$ cat src/rtl/instr_sequencer_if.sv
// Control bus between the instruction sequencer (master) and the datapath/memory side (slave).
interface instr_sequencer_if;
  logic       run;
  logic [3:0] opcode;
  logic       flag_c;
  logic       mem_ready;
  logic       pc_write;
  logic       ir_write;
  logic       mem_enable;
  logic       mem_read;
  logic       mem_write;
  logic       mem_reg;
  logic       reg_write;
  logic       reg_dst;
  logic       ALU_src;
  logic [3:0] ALU_op;
  logic       branch;
  logic       flag_write;
  logic       instr_done;
  logic       bus_err;
  logic [2:0] state;

  modport master (
    input  run, opcode, flag_c, mem_ready,
    output pc_write, ir_write, mem_enable, mem_read, mem_write, mem_reg, reg_write, reg_dst,
           ALU_src, ALU_op, branch, flag_write, instr_done, bus_err, state
  );

  modport slave (
    output run, opcode, flag_c, mem_ready,
    input  pc_write, ir_write, mem_enable, mem_read, mem_write, mem_reg, reg_write, reg_dst,
           ALU_src, ALU_op, branch, flag_write, instr_done, bus_err, state
  );
endinterface

$ cat src/rtl/instr_sequencer.sv
// Multi-cycle FETCH/DECODE/EXEC/MEM/WB control FSM driving state-qualified datapath strobes,
// with a memory wait-state timeout that parks the sequencer in a sticky error state.
module instr_sequencer #(
  parameter int unsigned MEM_WAIT_MAX = 15,
  parameter int unsigned WAIT_W       = 4
) (
  input logic               clk,
  input logic               rst,
  instr_sequencer_if.master bus
);

  typedef enum logic [2:0] {
    StIdle   = 3'd0,
    StFetch  = 3'd1,
    StDecode = 3'd2,
    StExec   = 3'd3,
    StMem    = 3'd4,
    StWb     = 3'd5,
    StErr    = 3'd6
  } state_e;

  state_e            r_state, w_state_d, w_next;
  logic [3:0]        r_op, w_op_d;
  logic [WAIT_W-1:0] r_wait, w_wait_d;
  logic              r_bus_err, w_bus_err_d;
  logic              w_store, w_load, w_br, w_cmp, w_timeout;

  always_comb begin
    w_store   = r_op inside {4'd0, 4'd7, 4'd13};
    w_load    = r_op inside {4'd1, 4'd6, 4'd8, 4'd14};
    w_br      = r_op inside {4'd10, 4'd12};
    w_cmp     = (r_op == 4'd3);
    // Last counted wait cycle: a missing mem_ready here is fatal, a present one still wins.
    w_timeout = (r_wait == WAIT_W'(MEM_WAIT_MAX - 1));
    w_next    = bus.run ? StFetch : StIdle;
  end

  always_ff @(posedge clk or posedge rst) begin
    if (rst) begin
      r_state   <= StIdle;
      r_op      <= '0;
      r_wait    <= '0;
      r_bus_err <= 1'b0;
    end else begin
      r_state   <= w_state_d;
      r_op      <= w_op_d;
      r_wait    <= w_wait_d;
      r_bus_err <= w_bus_err_d;
    end
  end

  always_comb begin
    w_state_d   = r_state;
    w_op_d      = r_op;
    w_bus_err_d = r_bus_err;
    w_wait_d    = '0;
    if ((r_state == StFetch || r_state == StMem) && !bus.mem_ready) begin
      w_wait_d = r_wait + 1'b1;
    end
    unique case (r_state)
      StIdle:   if (bus.run) w_state_d = StFetch;
      StFetch: begin
        if (bus.mem_ready) begin
          w_state_d = StDecode;
        end else if (w_timeout) begin
          w_state_d   = StErr;
          w_bus_err_d = 1'b1;
        end
      end
      StDecode: begin
        w_op_d    = bus.opcode;
        w_state_d = StExec;
      end
      StExec: begin
        if (w_cmp || w_br)         w_state_d = w_next;
        else if (w_store || w_load) w_state_d = StMem;
        else                        w_state_d = StWb;
      end
      StMem: begin
        if (bus.mem_ready) begin
          w_state_d = w_store ? w_next : StWb;
        end else if (w_timeout) begin
          w_state_d   = StErr;
          w_bus_err_d = 1'b1;
        end
      end
      StWb:     w_state_d = w_next;
      StErr:    w_state_d = StErr;
      default:  w_state_d = StIdle;
    endcase
  end

  always_comb begin
    bus.pc_write   = 1'b0;
    bus.ir_write   = 1'b0;
    bus.mem_enable = 1'b0;
    bus.mem_read   = 1'b0;
    bus.mem_write  = 1'b0;
    bus.mem_reg    = 1'b0;
    bus.reg_write  = 1'b0;
    bus.reg_dst    = 1'b0;
    bus.ALU_src    = 1'b0;
    bus.ALU_op     = 4'd0;
    bus.branch     = 1'b0;
    bus.flag_write = 1'b0;
    bus.instr_done = 1'b0;
    unique case (r_state)
      StFetch: begin
        bus.mem_enable = 1'b1;
        bus.mem_read   = 1'b1;
        bus.ir_write   = bus.mem_ready;
        bus.pc_write   = bus.mem_ready;
      end
      StExec: begin
        bus.ALU_op  = r_op;
        bus.ALU_src = r_op inside {4'd2, 4'd4, 4'd9, 4'd15};
        bus.reg_dst = r_op inside {4'd4, 4'd5, 4'd11, 4'd15};
        if (w_cmp) begin
          bus.flag_write = 1'b1;
          bus.instr_done = 1'b1;
        end else if (w_br) begin
          bus.branch     = 1'b1;
          bus.pc_write   = (r_op == 4'd10) || (r_op == 4'd12 && bus.flag_c);
          bus.instr_done = 1'b1;
        end
      end
      StMem: begin
        bus.ALU_op     = r_op;
        bus.mem_enable = 1'b1;
        bus.mem_write  = w_store;
        bus.mem_read   = w_load;
        bus.instr_done = w_store && bus.mem_ready;
      end
      StWb: begin
        // Destination select is held through the write cycle so it qualifies reg_write.
        bus.ALU_op     = r_op;
        bus.reg_write  = 1'b1;
        bus.mem_reg    = w_load;
        bus.reg_dst    = r_op inside {4'd4, 4'd5, 4'd11, 4'd15};
        bus.flag_write = r_op inside {4'd4, 4'd11, 4'd15};
        bus.instr_done = 1'b1;
      end
      default: ;
    endcase
    bus.bus_err = r_bus_err;
    bus.state   = r_state;
  end

endmodule
$ cat src/flat_wrapper.sv
// flat-port wrapper written by rule: the top's interface ports become plain ports
module instr_sequencer_flat 
#(
  parameter int unsigned MEM_WAIT_MAX = 15,
  parameter int unsigned WAIT_W       = 4
)
  (clk, rst, bus_run, bus_opcode, bus_flag_c, bus_mem_ready, bus_pc_write, bus_ir_write, bus_mem_enable, bus_mem_read, bus_mem_write, bus_mem_reg, bus_reg_write, bus_reg_dst, bus_ALU_src, bus_ALU_op, bus_branch, bus_flag_write, bus_instr_done, bus_bus_err, bus_state);
  instr_sequencer_if bus_i ();
  input logic clk;
  input logic rst;
  input wire logic [$bits(bus_i.run)-1:0] bus_run;
  input wire logic [$bits(bus_i.opcode)-1:0] bus_opcode;
  input wire logic [$bits(bus_i.flag_c)-1:0] bus_flag_c;
  input wire logic [$bits(bus_i.mem_ready)-1:0] bus_mem_ready;
  output wire logic [$bits(bus_i.pc_write)-1:0] bus_pc_write;
  output wire logic [$bits(bus_i.ir_write)-1:0] bus_ir_write;
  output wire logic [$bits(bus_i.mem_enable)-1:0] bus_mem_enable;
  output wire logic [$bits(bus_i.mem_read)-1:0] bus_mem_read;
  output wire logic [$bits(bus_i.mem_write)-1:0] bus_mem_write;
  output wire logic [$bits(bus_i.mem_reg)-1:0] bus_mem_reg;
  output wire logic [$bits(bus_i.reg_write)-1:0] bus_reg_write;
  output wire logic [$bits(bus_i.reg_dst)-1:0] bus_reg_dst;
  output wire logic [$bits(bus_i.ALU_src)-1:0] bus_ALU_src;
  output wire logic [$bits(bus_i.ALU_op)-1:0] bus_ALU_op;
  output wire logic [$bits(bus_i.branch)-1:0] bus_branch;
  output wire logic [$bits(bus_i.flag_write)-1:0] bus_flag_write;
  output wire logic [$bits(bus_i.instr_done)-1:0] bus_instr_done;
  output wire logic [$bits(bus_i.bus_err)-1:0] bus_bus_err;
  output wire logic [$bits(bus_i.state)-1:0] bus_state;
  assign bus_i.run = bus_run;
  assign bus_i.opcode = bus_opcode;
  assign bus_i.flag_c = bus_flag_c;
  assign bus_i.mem_ready = bus_mem_ready;
  assign bus_pc_write = bus_i.pc_write;
  assign bus_ir_write = bus_i.ir_write;
  assign bus_mem_enable = bus_i.mem_enable;
  assign bus_mem_read = bus_i.mem_read;
  assign bus_mem_write = bus_i.mem_write;
  assign bus_mem_reg = bus_i.mem_reg;
  assign bus_reg_write = bus_i.reg_write;
  assign bus_reg_dst = bus_i.reg_dst;
  assign bus_ALU_src = bus_i.ALU_src;
  assign bus_ALU_op = bus_i.ALU_op;
  assign bus_branch = bus_i.branch;
  assign bus_flag_write = bus_i.flag_write;
  assign bus_instr_done = bus_i.instr_done;
  assign bus_bus_err = bus_i.bus_err;
  assign bus_state = bus_i.state;
  instr_sequencer #(.MEM_WAIT_MAX(MEM_WAIT_MAX), .WAIT_W(WAIT_W)) u_core (.clk(clk), .rst(rst), .bus(bus_i));
endmodule
$ cat config.mk
export PLATFORM = sky130hd
export DESIGN_NAME = instr_sequencer_flat
export DESIGN_NICKNAME = d
export VERILOG_FILES = /design/src/rtl/instr_sequencer_if.sv /design/src/rtl/instr_sequencer.sv /design/src/flat_wrapper.sv
export SDC_FILE = /design/constraint.sdc
export NUM_CORES = 1
export LEC_CHECK = 0
export CORE_UTILIZATION = 48
export CTS_CLUSTER_SIZE = 24
export DETAILED_ROUTE_END_ITERATION = 7
export PLACE_DENSITY_LB_ADDON = 0.25
export SLEW_MARGIN = 0
export SYNTH_ARGS = -nofsm -noshare
export SYNTH_HDL_FRONTEND = slang
export SYNTH_SLANG_ARGS = --single-unit
$ cat constraint.sdc
create_clock -name clk -period 3.1 [get_ports clk]
set_input_delay 0.465 -clock clk [delete_from_list [all_inputs] [get_ports clk]]
set_output_delay 0.465 -clock clk [all_outputs]
set_load 0.01 [all_outputs]
== Yosys cells after proc, flatten, opt, wreduce, memory -nomap -nowiden ==
Cells that the tools add are included.

* Flip-flop bits (word level): 12
* Output and inout port bits: 20
* Word-level logic and storage cells: 78

* Add/subtract/negate cells: 1
* Eq/ne operators: 23
* Muxes and demuxes: 29
* Bitwise logic cells: 1
* Reduce and logical (&&, ||, !) cells: 20

{| class="wikitable"
|+ Operators by type and width
! kind !! number
|-
| 4-bit == test, second input constant || 9
|-
| 3-bit case mux with 7 select lines || 1
|-
| 3-bit 2-to-1 mux || 6
|-
| 4-bit by 3-bit == test with 1-bit output, second input constant || 4
|-
| 1-bit 2-to-1 mux || 16
|-
| 4-bit nonzero test || 3
|-
| 3-bit == test, second input constant || 3
|-
| 4-bit by 2-bit == test with 1-bit output, second input constant || 2
|-
| 4-bit 2-to-1 mux || 2
|-
| 3-bit by 2-bit == test with 1-bit output, second input constant || 2
|-
| 1-bit case mux with 2 select lines || 3
|-
| 3-bit nonzero test || 2
|-
| 4-bit by 1-bit adder with 4-bit output, second input constant || 1
|-
| 4-bit by 1-bit == test with 1-bit output, second input constant || 1
|-
| 4-bit zero test || 1
|-
| 1-bit logical OR || 4
|-
| 2-bit OR reduction || 2
|-
| 3-bit by 1-bit == test with 1-bit output, second input constant || 1
|-
| 1-bit logical AND || 3
|-
| 3-bit zero test || 1
|-
| 1-bit case mux with 3 select lines || 1
|-
| 3-bit AND reduction || 1
|-
| 3-bit OR reduction || 1
|-
| 2-bit != test, second input constant || 1
|-
| other kinds (3) || 3
|}

== Longest topological paths before layout ==
Gate-level depths: netlist (run 1).

* Word-level depth: 6
* Gate-level depth with buffers: 6
* Mapped depth without buffers: 6

== Least setup slack after synthesis (run 1) ==
Ideal clock, no wire load.

* Path kind: register to output
* Start point: register u_core.r_op[2]
* End point: output bus_mem_read
* Arrival: 1484 ps
* Data required time: 2635 ps
* Setup slack: 1151 ps
* Stages on the path, launching flop included: 6
* Buffers on the path: 1
* Cell sequence: dfrtp_1 > buf_4 > or3b_2 > a21oi_1 > a21oi_1 > o31ai_1

* Longest elaborated chain between the ends: 3

{| class="wikitable"
|+ RTL lines
! item !! RTL line !! source
|-
| start, declared || instr_sequencer.sv:23 || <nowiki>logic [3:0] r_op, w_op_d;</nowiki>
|-
| start signal, assigned || instr_sequencer.sv:46 || <nowiki>r_op <= w_op_d;</nowiki>
|-
| 4-bit by 1-bit == test with 1-bit output, or another cell as far along || instr_sequencer.sv:30 || <nowiki>w_load = r_op inside {4'd1, 4'd6, 4'd8, 4'd14};</nowiki>
|-
| 4-bit nonzero test * || instr_sequencer.sv:30 ||
|-
| 1-bit case mux with 2 select lines * || instr_sequencer.sv:107 || <nowiki>unique case (r_state)</nowiki>
|-
| end, declared || flat_wrapper.sv:18 || <nowiki>output wire logic [$bits(bus_i.mem_read)-1:0] bus_mem_read;</nowiki>
|}

Mark *: on every way between the ends. The rest lies on a longest branch, timed or not.

== Worst setup path in the final report (run 1) ==
* Start point: register u_core.r_op[3]
* End point: output bus_mem_read

Same word-level chain as after synthesis.

==> metrics.md, run 1 <==
| Metric | Value |
|---|---|
| Final #Nets | 147 |
| RSZ-0062 raised after global routing | no |
| Most frequent CP cell | a21oi_1 |
| Via/cell ratio | 5.450 |
| CTS clock-pin slew for the worst setup and hold paths | 0.07 ns |
| Synth top area cells | dfrtp_1 (34%), nor2_1 (5.4%), a21oi_1 (5.0%), nand2b_1 (4.2%), mux2_2 (3.8%) |
| #FFs+latches synth | 12 |
| WP data arrival | ~2.4 ns |
| Core ar. | 1745 um^2 |
| Total congestion overflow | 0 |
| Ports | 29 |
| Worst Skew | 0.001858 ns |
| DR WL/cell | 12.21 um |
| Peak VDD IR | about 600 uV |
| CTS resizes | 0 |
| Layout cells sized above 1 | 0.08148 |
| Final Max Tran Viols | 0 |
| Setup violators final | 0 |
| Worst-case reg-to-reg path depth | 3 |
| Die Wd | ~45 um |
| Clock Latency Late Sink | 0.27 ns |
| Outcome | complete, no violations |
| Syn. warnings | 0 |
| Most frequent cells in the layout | clkdlybuf4s50_1 (28), nor2_1 (13), dfrtp_1 (12), a21oi_1 (9), nand2_1 (8) |
| First-pass GRT wire length | 3.346 mm |
| Max Clk Rate | 0.3459 GHz |
| CP Class | flip-flop to output pin |
| Final Cycle Share | 0.9326 |
| DRT Pass-1 Iters | 4 |
| Vias in the first global route | 770 |
| DRC Markers | 0 |
| Lkg Pwr | 0.4691 nW |
| Syn Inst Count | 111 |
| Required @ worst endpoint | around 2.6 ns |
| Worst-Margin Slew | 0.5805 ns |
| Die H | 45.20 um |
| Total power | 1.120 mW |
| CTS tree | yes |
| CTS Buffer Depth | 2 |
| Die Area | 2043 um^2 |
| Vias | 872 |
| Slew headroom | 0.6100 |
| Worst Hold Class | primary input to asynchronous set/reset pin |
| Max_cap viols | 0 |
| Top Family by Delay on Critical Path | flip-flops |
| Synth top area share | 0.3352 |
| Element type at the critical path end | output pin |
| Root Buffer | clkbuf_4 |
| CP Cell Sequence | or3b_2 > a21oi_1 > a21oi_1 > o31ai_1 > clkdlybuf4s50_1 |
| Initial DRC Count | 24 |
| Sequential-to-total area share from yosys stat | 0.3352 |
| Sum Neg Setup Slack | 0 ns |
| Count of final hold-check violations | 0 |
| Pin count of the biggest net entering global routing | 18 |
| Worst path depth | 5 |
| Total power per unit cell area | 935.0 nW/um^2 |
| Syn-to-layout area delta | 33.66% |
| Worst-path maximum fanout | 17 |
| Slowest stage delay, CP | 0.63 ns |
| Fin crit period | 2.891 ns |
| Yosys cell types | 37 |
| Net count after synthesis | 122 |
| Detail Placement HPWL | between 1 and 1.5 mm |
| Max H-tree Level | 1 |
| Commonest non-fill, non-tap cell in the layout | clkdlybuf4s50_1 |
| Number of buffer cells added on primary ports | 28 |
| Area leader, netlist | dfrtp_1 |
| Routed Antenna Nets | 0 |
| CP Launch Type | flip-flop |
| Buffers & Inverters on Critical Path | 1 |
| Initial antenna violation count | 0 |
| GRT Overall Usage | 0.2277 |
| Average size of a mapped cell | 8.071 um^2 |
| GPL Wtd Cong | 0.8905 |
| TritonCTS buffer count | 3 |
| Postcts setup bufs | 0 |
| Total Wirelength | slightly below 2 mm |
| CTS Hold Buffers Added | 0 |
| FP Rows | 15 |
| Synth Cell Area | 895.9 um^2 |
| CTS sink cnt | 12 |
| # diodes | 0 |
| CP max stage cell | dfrtp_1 |
| Initial Utilization | 0.5133 |
==> Yosys cell counts, drive strengths merged <==
library cell	number
or4	1
or3b	2
or3	1
xor2	2
dfrtp	12
o21ai	3
o211ai	1
buf	6
ha	2
nor3	4
a311oi	1
nor2	13
clkbuf	2
or2b	1
nand2b	6
o32a	1
a211oi	1
nor4	1
o21bai	1
nand3	3
o31ai	1
o22ai	2
xnor2	2
nand3b	1
nor2b	2
and2	4
o32ai	2
or2	1
inv	6
a31oi	5
a21oi	9
nand2	8
mux2	3
o21a	1
==> power by group <==
part / total, mW / internal, mW / switching (mW)
clock network: 0.122 / 0.0714 / 0.0510
registers: 0.360 / 0.208 / 0.151
logic: 0.637 / 0.343 / 0.294
==> worst register-to-register path, cell delays in order (launching register included) <==
cell and delay (ns):
dfrtp_1 0.58, inv_1 0.15, nor3_1 0.53, mux2_2 0.41
==> sequential cells by signal, indices dropped and copies added, names as in the netlist <==
name and flops:
u_core.r_op 4, u_core.r_wait 4, u_core.bus.state 3, u_core.bus.bus_err 1
==> cell families (layout without fill, tap and decap cells) <==
kind of cell             Yosys count  count (layout)  share of synthesized area
AO/OA/AOI/OAI                     28              28                     0.1983
buffers and inverters             14              38                    0.07682
AND/OR/NAND/NOR                   48              48                     0.2849
flip-flops                        12              12                     0.3352
adder cells (fa/ha/maj)            2               2                    0.02793
XOR/XNOR                           4               4                    0.03911
multiplexers                       3               3                    0.03771
==> cell type report <==
cell class / count / area, um^2
clock buffers: 4 / 36.28
fillers: 157 / 548.0
inverters: 6 / 22.52
multi-input cells: 85 / 526.8
flip-flops and latches: 12 / 300.3
well taps: 25 / 31.28
repair buffers: 28 / 280.3
==> metal layers <==
metal / share of wire / GRT usage / wire, um / up-vias
met5: 0 / 0 / 0 / -
met4: 0.021 / 0.1394 / 41 / 0
met3: 0.046 / 0.02400 / 90 / 4
met2: 0.46 / 0.3478 / 905 / 38
met1: 0.47 / 0.3089 / 916 / 390
li1: - / - / - / 440
==> final timing paths <==
| path | endpoint | startpoint | slack, ns |
|---|---|---|---|
| max | bus_mem_read | u_core.r_op[3] | 0.21 |
| min | u_core.bus.bus_err | rst | 0.48 |
| max reg2reg | u_core.r_op[1] | u_core.bus.state[1] | 1.33 |
| min reg2reg | u_core.bus.bus_err | u_core.bus.bus_err | 0.48 |
| max in group asynchronous | u_core.bus.state[1] | rst | 2.32 |
| min in group clk | u_core.bus.bus_err | u_core.bus.bus_err | 0.48 |
==> stage by stage <==
stage          cells  instance area (um^2)  utilization  hold WS (ns)  setup slack, ns
6_report         160                  1197       0.6860        0.4806           0.2089
3_5_place_dp     156                  1161       0.6652        0.4613           0.5417
3_3_place_gp     156                  1161       0.6652        0.4659           0.5846
2_1_floorplan    111                 895.9            -        0.3297            1.151
4_1_cts          160                  1197       0.6860        0.4861           0.2311
5_1_grt          160                  1197       0.6860        0.5077         0.001878
No activity file was read; power rests on OpenSTA's default activity.
==> run 2, diff against run 1 <==
- CAP_MARGIN: unset -> 10
==> results of run 2 <==
Final layout, timing and power as in run 1 (identical DEF).
